[config.mk]
export PLATFORM = sky130hd
export DESIGN_NAME = conway_neighbor_streamer
export DESIGN_NICKNAME = d
export VERILOG_FILES = /design/src/rtl/conway_neighbor_streamer.sv
export SDC_FILE = /design/constraint.sdc
export NUM_CORES = 1
export LEC_CHECK = 0
export CAP_MARGIN = 20
export CELL_PAD_IN_SITES_DETAIL_PLACEMENT = 1
export CELL_PAD_IN_SITES_GLOBAL_PLACEMENT = 1
export CORE_MARGIN = 4
export CORE_UTILIZATION = 35
export CTS_BUF_LIST = sky130_fd_sc_hd__clkbuf_4 sky130_fd_sc_hd__clkbuf_8 sky130_fd_sc_hd__clkbuf_16
export DETAILED_ROUTE_END_ITERATION = 8
export PLACE_DENSITY = 0.62
export SLEW_MARGIN = 20
export SYNTH_ARGS = -nofsm -noshare
export SYNTH_HDL_FRONTEND = slang
export SYNTH_SLANG_ARGS = --single-unit
[constraint.sdc]
create_clock -name clk -period 2.2 [get_ports clk]
set_clock_uncertainty 0.05 [all_clocks]
set_input_delay 0.44 -clock clk [delete_from_list [all_inputs] [get_ports clk]]
set_output_delay 0.44 -clock clk [all_outputs]
set_load 0.01 [all_outputs]
[src/rtl/conway_neighbor_streamer.sv]
// conway_neighbor_streamer
//   Scans a WIDTH x HEIGHT Life board held one row per word in an external
//   synchronous-read memory. Keeps a three-row window (above/cur/below) and
//   streams one {state, neighbors} beat per cell in raster order over a
//   valid/ready handshake. Cells off the board read as dead; no wrap-around.
//
// Ports
//   clk, rst          clock (rising edge), asynchronous active-low reset
//   start             begin a scan (only looked at while idle)
//   busy, done        scan in progress / one-cycle completion pulse
//   row_rd_en/addr    read strobe and row index to the board memory
//   row_rd_data       row word, valid the cycle after row_rd_en; bit x = column x
//   out_valid/ready   beat handshake
//   out_state_0       state of cell (out_x, out_y)
//   out_neighbors     b0 NW, b1 N, b2 NE, b3 W, b4 E, b5 SW, b6 S, b7 SE
//   out_x, out_y      beat coordinates
//   out_last          beat is the bottom-right cell
module conway_neighbor_streamer #(
    parameter  int WIDTH  = 16,
    parameter  int HEIGHT = 16,
    parameter  int ROW_AW = (HEIGHT > 1) ? $clog2(HEIGHT) : 1,
    localparam int XW     = (WIDTH > 1) ? $clog2(WIDTH) : 1
) (
    input  logic              clk,
    input  logic              rst,
    input  logic              start,
    output logic              busy,
    output logic              done,
    output logic              row_rd_en,
    output logic [ROW_AW-1:0] row_rd_addr,
    input  logic [WIDTH-1:0]  row_rd_data,
    output logic              out_valid,
    input  logic              out_ready,
    output logic              out_state_0,
    output logic [7:0]        out_neighbors,
    output logic [XW-1:0]     out_x,
    output logic [ROW_AW-1:0] out_y,
    output logic              out_last
);

    typedef enum logic [2:0] {
        S_IDLE, S_REQ, S_CAP, S_STREAM, S_DONE
    } state_e;

    localparam logic [XW-1:0]     X_LAST = XW'(WIDTH - 1);
    localparam logic [ROW_AW-1:0] Y_LAST = ROW_AW'(HEIGHT - 1);

    state_e            state_q;
    logic [WIDTH-1:0]  above_q, cur_q, below_q;
    logic [XW-1:0]     x_q;
    logic [ROW_AW-1:0] y_q;
    logic              tgt_below_q;   // 0: pending fetch lands in cur, 1: in below
    logic              busy_q, done_q, rd_en_q, valid_q;
    logic [ROW_AW-1:0] rd_addr_q;

    // Each window row is padded with a dead column on both sides; shifting
    // right by x leaves columns x-1, x, x+1 in bits 0, 1, 2.
    logic [2:0] win_a, win_c, win_b;
    assign win_a = 3'({1'b0, above_q, 1'b0} >> x_q);
    assign win_c = 3'({1'b0, cur_q,   1'b0} >> x_q);
    assign win_b = 3'({1'b0, below_q, 1'b0} >> x_q);

    assign out_neighbors = {win_b[2], win_b[1], win_b[0],
                            win_c[2], win_c[0],
                            win_a[2], win_a[1], win_a[0]};
    assign out_state_0   = win_c[1];
    assign out_x         = x_q;
    assign out_y         = y_q;
    assign out_last      = valid_q && (x_q == X_LAST) && (y_q == Y_LAST);
    assign out_valid     = valid_q;
    assign busy          = busy_q;
    assign done          = done_q;
    assign row_rd_en     = rd_en_q;
    assign row_rd_addr   = rd_addr_q;

    always_ff @(posedge clk or negedge rst) begin
        if (!rst) begin
            state_q     <= S_IDLE;
            above_q     <= '0;
            cur_q       <= '0;
            below_q     <= '0;
            x_q         <= '0;
            y_q         <= '0;
            tgt_below_q <= 1'b0;
            busy_q      <= 1'b0;
            done_q      <= 1'b0;
            rd_en_q     <= 1'b0;
            valid_q     <= 1'b0;
            rd_addr_q   <= '0;
        end else begin
            done_q <= 1'b0;
            case (state_q)
                S_IDLE: begin
                    if (start) begin
                        above_q     <= '0;
                        x_q         <= '0;
                        y_q         <= '0;
                        tgt_below_q <= 1'b0;
                        rd_en_q     <= 1'b1;
                        rd_addr_q   <= '0;
                        busy_q      <= 1'b1;
                        state_q     <= S_REQ;
                    end
                end
                S_REQ: begin
                    rd_en_q <= 1'b0;
                    state_q <= S_CAP;
                end
                S_CAP: begin
                    if (!tgt_below_q) begin
                        cur_q <= row_rd_data;
                        if (HEIGHT > 1) begin
                            tgt_below_q <= 1'b1;
                            rd_en_q     <= 1'b1;
                            rd_addr_q   <= ROW_AW'(1);
                            state_q     <= S_REQ;
                        end else begin
                            below_q <= '0;
                            valid_q <= 1'b1;
                            state_q <= S_STREAM;
                        end
                    end else begin
                        below_q <= row_rd_data;
                        valid_q <= 1'b1;
                        state_q <= S_STREAM;
                    end
                end
                S_STREAM: begin
                    if (out_ready) begin
                        if (x_q == X_LAST) begin
                            if (y_q == Y_LAST) begin
                                valid_q <= 1'b0;
                                done_q  <= 1'b1;
                                state_q <= S_DONE;
                            end else begin
                                above_q <= cur_q;
                                cur_q   <= below_q;
                                y_q     <= y_q + 1'b1;
                                x_q     <= '0;
                                // New below row is y+2 relative to the old row;
                                // past the bottom edge it is simply dead.
                                if ((32'(y_q) + 32'd2) < 32'(HEIGHT)) begin
                                    tgt_below_q <= 1'b1;
                                    rd_en_q     <= 1'b1;
                                    rd_addr_q   <= y_q + ROW_AW'(2);
                                    valid_q     <= 1'b0;
                                    state_q     <= S_REQ;
                                end else begin
                                    below_q <= '0;
                                end
                            end
                        end else begin
                            x_q <= x_q + 1'b1;
                        end
                    end
                end
                S_DONE: begin
                    busy_q  <= 1'b0;
                    state_q <= S_IDLE;
                end
                default: state_q <= S_IDLE;
            endcase
        end
    end

endmodule

==> impl_metrics.yaml, run 1 <==
cts:
  holdBufCountCts: 0
  cts-root-buf: "clkbuf_16"
  path_clk_slew_ps: 60
  htree_levels: 3
  clkLatencyLatePin_ps: 340
  cts_tree: "yes"
  numClockSinks: 68
  cts_buffers: 9
  clk_path_buf_depth: 2
grt:
  grt_pass1_vias: 3959
  grt_overflow: 0
  grt_max_degree: 27
  busiest_layer: "met2"
  use_met2: 0.361
  grt_pass1_wl_mm: 22.9
  grt.met1_usage: 0.270
  grt_usage: 0.209
  use_met3: 0.0311
  antenna_found_initial: 0
synth:
  syn_area_mm2: 0.00430
  synth_top_family_by_area: "multiplexers"
  yosys.area_share.simple: 0.103
  synth_enable_flop_cells: 0
  syn-instance-count: 343
  muxShareOfSynthArea: 0.282
  ys_types: 58
  ys_seq_elements: 68
  synth_nets: 366
  ys_dominant_reg_cell: "dfrtp_1"
  async_flop_share: 1.00
  synth_adder_area_share: 0.00874
  synth_compound_area_frac: 0.153
  yosysWarnings: 0
  avgSynthCellArea_um2: 12.5
  seq_area_frac_synth: 0.396
  synth-xor-area-share: 0.00204
timing:
  slew_headroom: 0.635
  hold_violations: 0
  hold_ws_ps: 35.6
  period_needed_ps: 2580
  post-route-period-util: 1.17
  maxSlewViolCount: 0
  rsz0062_at_grt: "yes"
  tightest_slew_ps: 547
  fmax_ghz: 0.388
  setup_viol: 41
  setup_ws_ps: -378
die:
  dieArea_mm2: 0.0141
  ios: 46
  die_height_um: 119
  rows: 40
  start_util: 0.358
  core-area_mm2: 0.0120
  die_x_um: 119
critical_path:
  reg2reg_slack_ps: -130
  worst-path-buf-inv: 2
  arrival_ps: 2090
  cp_common_cell: "mux4_2"
  cp-end-kind: "output pin"
  crit_start: "out_x[0]"
  crit_type: "flop to output pin"
  worstRegToRegCells: 10
  slowest_delay_ps: 510
  r2r-end: "below_q[10]"
  r2r-start: "out_x[0]"
  crit_required_ps: 1710
  slowest_stage: "mux4_2"
  cp-start-kind: "flop"
  path_cells: "buf_12, mux4_2, mux4_2, buf_6"
  critical_path.top_delay_family: "multiplexers"
  cp_max_fo: 8
final_layout:
  utilization: 0.526
  diodes: 0
  area_delta_synth_final_pct: 47.1
  fillers: 1244
  nNetsFinal: 501
  drive_gt1_frac: 0.482
detailed_routing:
  wl_per_cell_um: 22.2
  antenna_left: 0
  via_count: 3506
  routed_via_density: 5.57
  drt_iter0_drc: 200
  drt-total-wl_mm: 14.0
  drcViolationCount: 0
  drt_pass1_iterations: 4
pwr:
  peakVddDrop_v: 0.000504
  p_per_area_mw_per_mm2: 1500
  power.total_uw: 9510
  p_leak_uw: 0.00291
outcome:
  status: "finished, violations left"
  violations: "negative setup slack"
placement:
  dpl.hpwl_mm: 9.37
  place.gp.congestion: 0.817
  port_buffers: 45
job:
  cap_viol_max_count: 0
hold_path:
  hp-class: "input pin to asynchronous set/reset pin"
## cells in the mapped netlist, types with 4 or more instances
cell type  number  area (um2)
o21ai_0         8        40.0
nand2_1         8        30.0
mux2i_1        18         180
nand3_1        10        50.1
buf_6           7        78.8
nor2_1          6        22.5
buf_4           5        37.5
nor3_1          4        20.0
and2_1         15        93.8
mux2_4         11         165
nor2b_1         6        37.5
a31oi_1         4        25.0
dfrtp_1        68        1700
clkbuf_1        6        22.5
mux4_2         26         586
inv_1           6        22.5
a21o_1         17         128
a21oi_1        15        75.1
buf_2           7        35.0
a211oi_1        7        52.6
o211ai_1        4        30.0
a22o_1         19         166
mux2_2         23         259
## layer usage
layer | part of all wire | vias to the layer above
li1 | - | 1599
met1 | 0.44 | 1836
met2 | 0.52 | 58
met3 | 0.023 | 13
met4 | 0.013 | 0
met5 | 0 | -
## repair_timing
action,in CTS,in global routing
setup endpoints to repair,41,71
setup buffers,14,2
resized for setup,103,23
cloned,4,0
hold endpoints to repair,0,0
pin swaps,10,2
## metrics by stage
stage	setup slack, ps	instance area, um2	instances	TNS [ps]
after floorplan	15.3	4300	343	0
after global placement	-325	5520	597	-5300
after detailed placement	-369	5520	597	-6760
after CTS	-415	6270	631	-7380
after global routing	-434	6320	630	-7780
final	-378	6320	630	-5640
## how the worst max path moves through the flow
stage                        to  slack [ps]  depth (start not counted)
2_1_floorplan  out_neighbors[7]          20                          4
3_3_place_gp   out_neighbors[5]        -330                          4
3_5_place_dp   out_neighbors[6]        -370                          6
4_1_cts        out_neighbors[0]        -410                          5
5_1_grt        out_neighbors[1]        -430                          6
6_report       out_neighbors[5]        -380                          4
## logic make-up after synthesis
logic type      Yosys count
mux                      80
compound gates           87
simple gates             69
xor+xnor                  1
flops                    68
fa+ha+maj                 3
buf+inv                  35
## sequential cells by signal (all words and copies together) (netlist names)
name	flops
done	1
below_q	16
above_q	16
busy	1
cur_q	16
row_rd_en	1
out_valid	1
out_y	4
out_x	4
row_rd_addr	4
state_q	3
tgt_below_q	1
## layout by cell type, fill, tap and decap left out, drive strengths merged, types with 3 or more instances in the layout
cell,count
mux2i,18
o211ai,4
clkdlybuf4s50,33
a31oi,4
a211oi,7
nand3,11
nor2,6
o21ai,10
mux2,36
buf,119
bufinv,3
clkbuf,11
dfrtp,68
a22o,19
mux4,26
inv,6
and3,4
a21o,17
nor2b,6
nor3,5
nand2,8
and2,17
o2bb2ai,3
ha,3
a21oi,16
nand4,3
## power breakdown
part / leakage [uW] / internal, uW / switching (uW) / total [uW]
registers: 0.000870 / 1650 / 418 / 2060
clock network: 0.000170 / 1130 / 576 / 1710
logic: 0.00187 / 3270 / 2470 / 5740
total: 0.00291 / 6040 / 3460 / 9510
## layout make-up
type                            instances  area [um2]  share of cell area
Sequential cell                        68        1700               0.270
Clock inverter                          5         100              0.0158
Clock buffer                           11         240              0.0380
Multi-Input combinational cell        240        2540               0.403
Tap cell                              147         184              0.0291
Inverter                                6        22.5             0.00356
Timing Repair Buffer                  153        1520               0.241
No activity file was read; power rests on OpenSTA's default activity.
==> run 2: changes to the inputs <==
--- a/config.mk
+++ b/config.mk
@@ -5,6 +5,7 @@
 export SDC_FILE = /design/constraint.sdc
 export NUM_CORES = 1
 export LEC_CHECK = 0
+export ABC_AREA = 1
 export CAP_MARGIN = 20
 export CELL_PAD_IN_SITES_DETAIL_PLACEMENT = 1
 export CELL_PAD_IN_SITES_GLOBAL_PLACEMENT = 1
@@ -12,7 +13,8 @@
 export CORE_UTILIZATION = 35
 export CTS_BUF_LIST = sky130_fd_sc_hd__clkbuf_4 sky130_fd_sc_hd__clkbuf_8 sky130_fd_sc_hd__clkbuf_16
 export DETAILED_ROUTE_END_ITERATION = 8
-export PLACE_DENSITY = 0.62
+export PLACE_DENSITY = 0.69
+export SKIP_CTS_REPAIR_TIMING = 1
 export SLEW_MARGIN = 20
 export SYNTH_ARGS = -nofsm -noshare
 export SYNTH_HDL_FRONTEND = slang
==> run 2 against run 1 <==
- cell count grew 47%
- the run still ends with negative setup slack left
- clock power shrank 12%
- power shrank 8.6%
- flip-flop and latch count is the same
- clock-buffer cell count grew 1
- non-clock buffer count shrank 62
- area after synthesis grew 6.1%
- cell area shrank 6.1%
- die area grew 5.7%
- routed wire length grew 7.8%
- first-iteration DRC count grew 18%
- critical path type unchanged
- register-to-register slack gained 300 ps
==> impl_metrics.yaml, run 2 <==
outcome:
  status: "finished, violations left"
  violations: "negative setup slack"
detailed_routing:
  drt_pass1_iterations: 4
  drt_iter0_drc: 236
  drt-total-wl_mm: 15.1
  via_count: 4750
  routed_via_density: 5.13
  drcViolationCount: 0
  antenna_left: 0
  wl_per_cell_um: 16.3
placement:
  dpl.hpwl_mm: 10.5
  placed_area_mm2: 0.00534
  place.gp.congestion: 0.877
  dp.cells: 899
  port_buffers: 45
final_layout:
  utilization: 0.468
  drive_gt1_frac: 0.182
  instances_no_fill: 926
  final_common_cell: "nand2_1"
  fillers: 1642
  area_delta_synth_final_pct: 30.1
  reg_top3: "above_q (16), below_q (16), cur_q (16)"
  layout_common_cells: "304 x nand2_1, 77 x nand3_1, 66 x dfrtp_1"
  nNetsFinal: 772
  diodes: 0
  fin_area_mm2: 0.00593
critical_path:
  cp-end-kind: "output pin"
  critical_path.top_delay_family: "buffers and inverters"
  worst-path-buf-inv: 5
  cp-start-kind: "flop"
  slowest_delay_ps: 440
  path_cells: "clkinvlp_4, buf_6, buf_4, buf_6, nand2_1, nand2_1, nor2_1, o21ai_1, nand2_1, nand2_1, clkbuf_2"
  crit_required_ps: 1710
  path_depth: 11
  r2r-end: "above_q[3]"
  crit_path_end: "out_neighbors[0]"
  cp_max_fo: 6
  slowest_stage: "dfrtp_2"
  arrival_ps: 1980
  r2r-start: "out_x[0]"
  reg2reg_slack_ps: 170
  cp_common_cell: "nand2_1"
  crit_start: "out_x[0]"
  worstRegToRegCells: 10
  crit_type: "flop to output pin"
timing:
  setup_ws_ps: -275
  tightest_slew_ps: 392
  setup_viol: 9
  fmax_ghz: 0.404
  hold_ws_ps: 56.6
  post-route-period-util: 1.12
  maxSlewViolCount: 0
  slew_headroom: 0.739
  hold_violations: 0
  period_needed_ps: 2470
  rsz0062_at_grt: "yes"
cts:
  cts_tree: "yes"
  path_clk_slew_ps: 60
  numClockSinks: 68
  cts-root-buf: "clkbuf_16"
  cts_buffers: 9
  htree_levels: 3
  clkLatencyLatePin_ps: 340
  clk_path_buf_depth: 2
pwr:
  p_int_uw: 4650
  peakVddDrop_v: 0.000503
  combinationalPowerShare: 0.572
  clock_power_share: 0.173
  p_seq_frac: 0.255
  power.switching_uw: 4040
  p_per_area_mw_per_mm2: 1460
  switching_share: 0.465
  p_leak_uw: 0.00300
synth:
  async_flop_share: 1.00
  avgSynthCellArea_um2: 6.65
  seq_area_frac_synth: 0.373
  synth_enable_flop_cells: 0
  syn_area_mm2: 0.00456
  syn-instance-count: 685
  yosysWarnings: 0
  ys_dominant_reg_cell: "dfrtp_1"
  synth_nets: 708
  synth_commonest_cells: "320 x nand2_1, 93 x nand3_1, 68 x dfrtp_1"
  ys_seq_elements: 68
  yosysMostFrequentCell: "nand2_1"
  synth_area_leader_cell: "dfrtp_1"
  ys_types: 36
  synth_top_area_frac: 0.373
  synth_area_leaders: "dfrtp_1 37%, nand2_1 26%, nand3_1 10%, inv_1 3.1%, nand4_1 2.3%"
die:
  ios: 46
  dieArea_mm2: 0.0149
  core-area_mm2: 0.0127
  start_util: 0.360
  rows: 41
  die_x_um: 122
  die_height_um: 122
grt:
  grt_pass1_vias: 4896
  grt_usage: 0.209
  antenna_found_initial: 0
  grt_overflow: 0
  grt_pass1_wl_mm: 24.7
  grt_max_degree: 69
hold_path:
  hp-class: "input pin to asynchronous set/reset pin"
job:
  cap_viol_max_count: 0
-- run 2: cell type report --
class,instances,area (um2),share of cell area
sequential,68,1700,0.287
multi-input combinational,534,2590,0.437
inverter,45,175,0.0295
clock inverter,4,47.5,0.00802
tap,172,215,0.0363
timing repair buffer,91,938,0.158
clock buffer,12,260,0.0439
-- run 2: cell families (layout without fill, tap and decap cells) --
kind of cell / count (synthesis) / count (layout) / synth area share
buffers and inverters: 83 / 152 / 0.0900
AND/OR/NAND/NOR: 479 / 479 / 0.459
flip-flops: 68 / 68 / 0.373
XOR/XNOR: 2 / 2 / 0.00384
AO/OA/AOI/OAI: 50 / 50 / 0.0656
adder cells (fa/ha/maj): 3 / 3 / 0.00824
-- run 2: power groups by stage --
stage          Sequential, uW  Clock [uW]  Combinational (uW)
2_1_floorplan            2050           0                3200
3_3_place_gp             2190           0                4420
3_5_place_dp             2220           0                4570
4_1_cts                  2200        1550                4610
5_1_grt                  2300        1600                5560
6_report                 2220        1500                4970
-- run 2: through the flow --
stage / worst slack [ps] / power (uW) / setup TNS (ps)
floorplan: 398 / 5260 / 0
global placement: -151 / 6610 / -772
detailed placement: -149 / 6790 / -816
CTS: -537 / 8350 / -4670
global route: -357 / 9460 / -2510
finish: -275 / 8690 / -1660
-- run 2: metal layers --
metal	share of wire	track usage	wire [um]
met5	0	0	0
met2	0.48	0.343	7260
met4	0.019	0.0791	281
met3	0.022	0.0265	329
met1	0.48	0.282	7180
-- run 2: worst min path at each step --
| stage | slack (ps) | startpoint | to |
|---|---|---|---|
| 2_1_floorplan | 90 | rst | above_q[0] |
| 3_3_place_gp | 410 | row_rd_en | row_rd_en |
| 3_5_place_dp | 420 | row_rd_addr[1] | row_rd_addr[1] |
| 4_1_cts | 80 | rst | row_rd_addr[1] |
| 5_1_grt | 100 | rst | row_rd_addr[1] |
| 6_report | 60 | rst | row_rd_addr[1] |
-- run 2: worst reg2reg max path: stages, from the launching register on --
cell and delay [ps]:
dfrtp_2 440, buf_12 190, ha_2 230, buf_4 120
nand4_1 160, nand2_2 150, nand2_4 80, buf_12 130
nor2_8 220, nand2_1 120, nand2_1 80
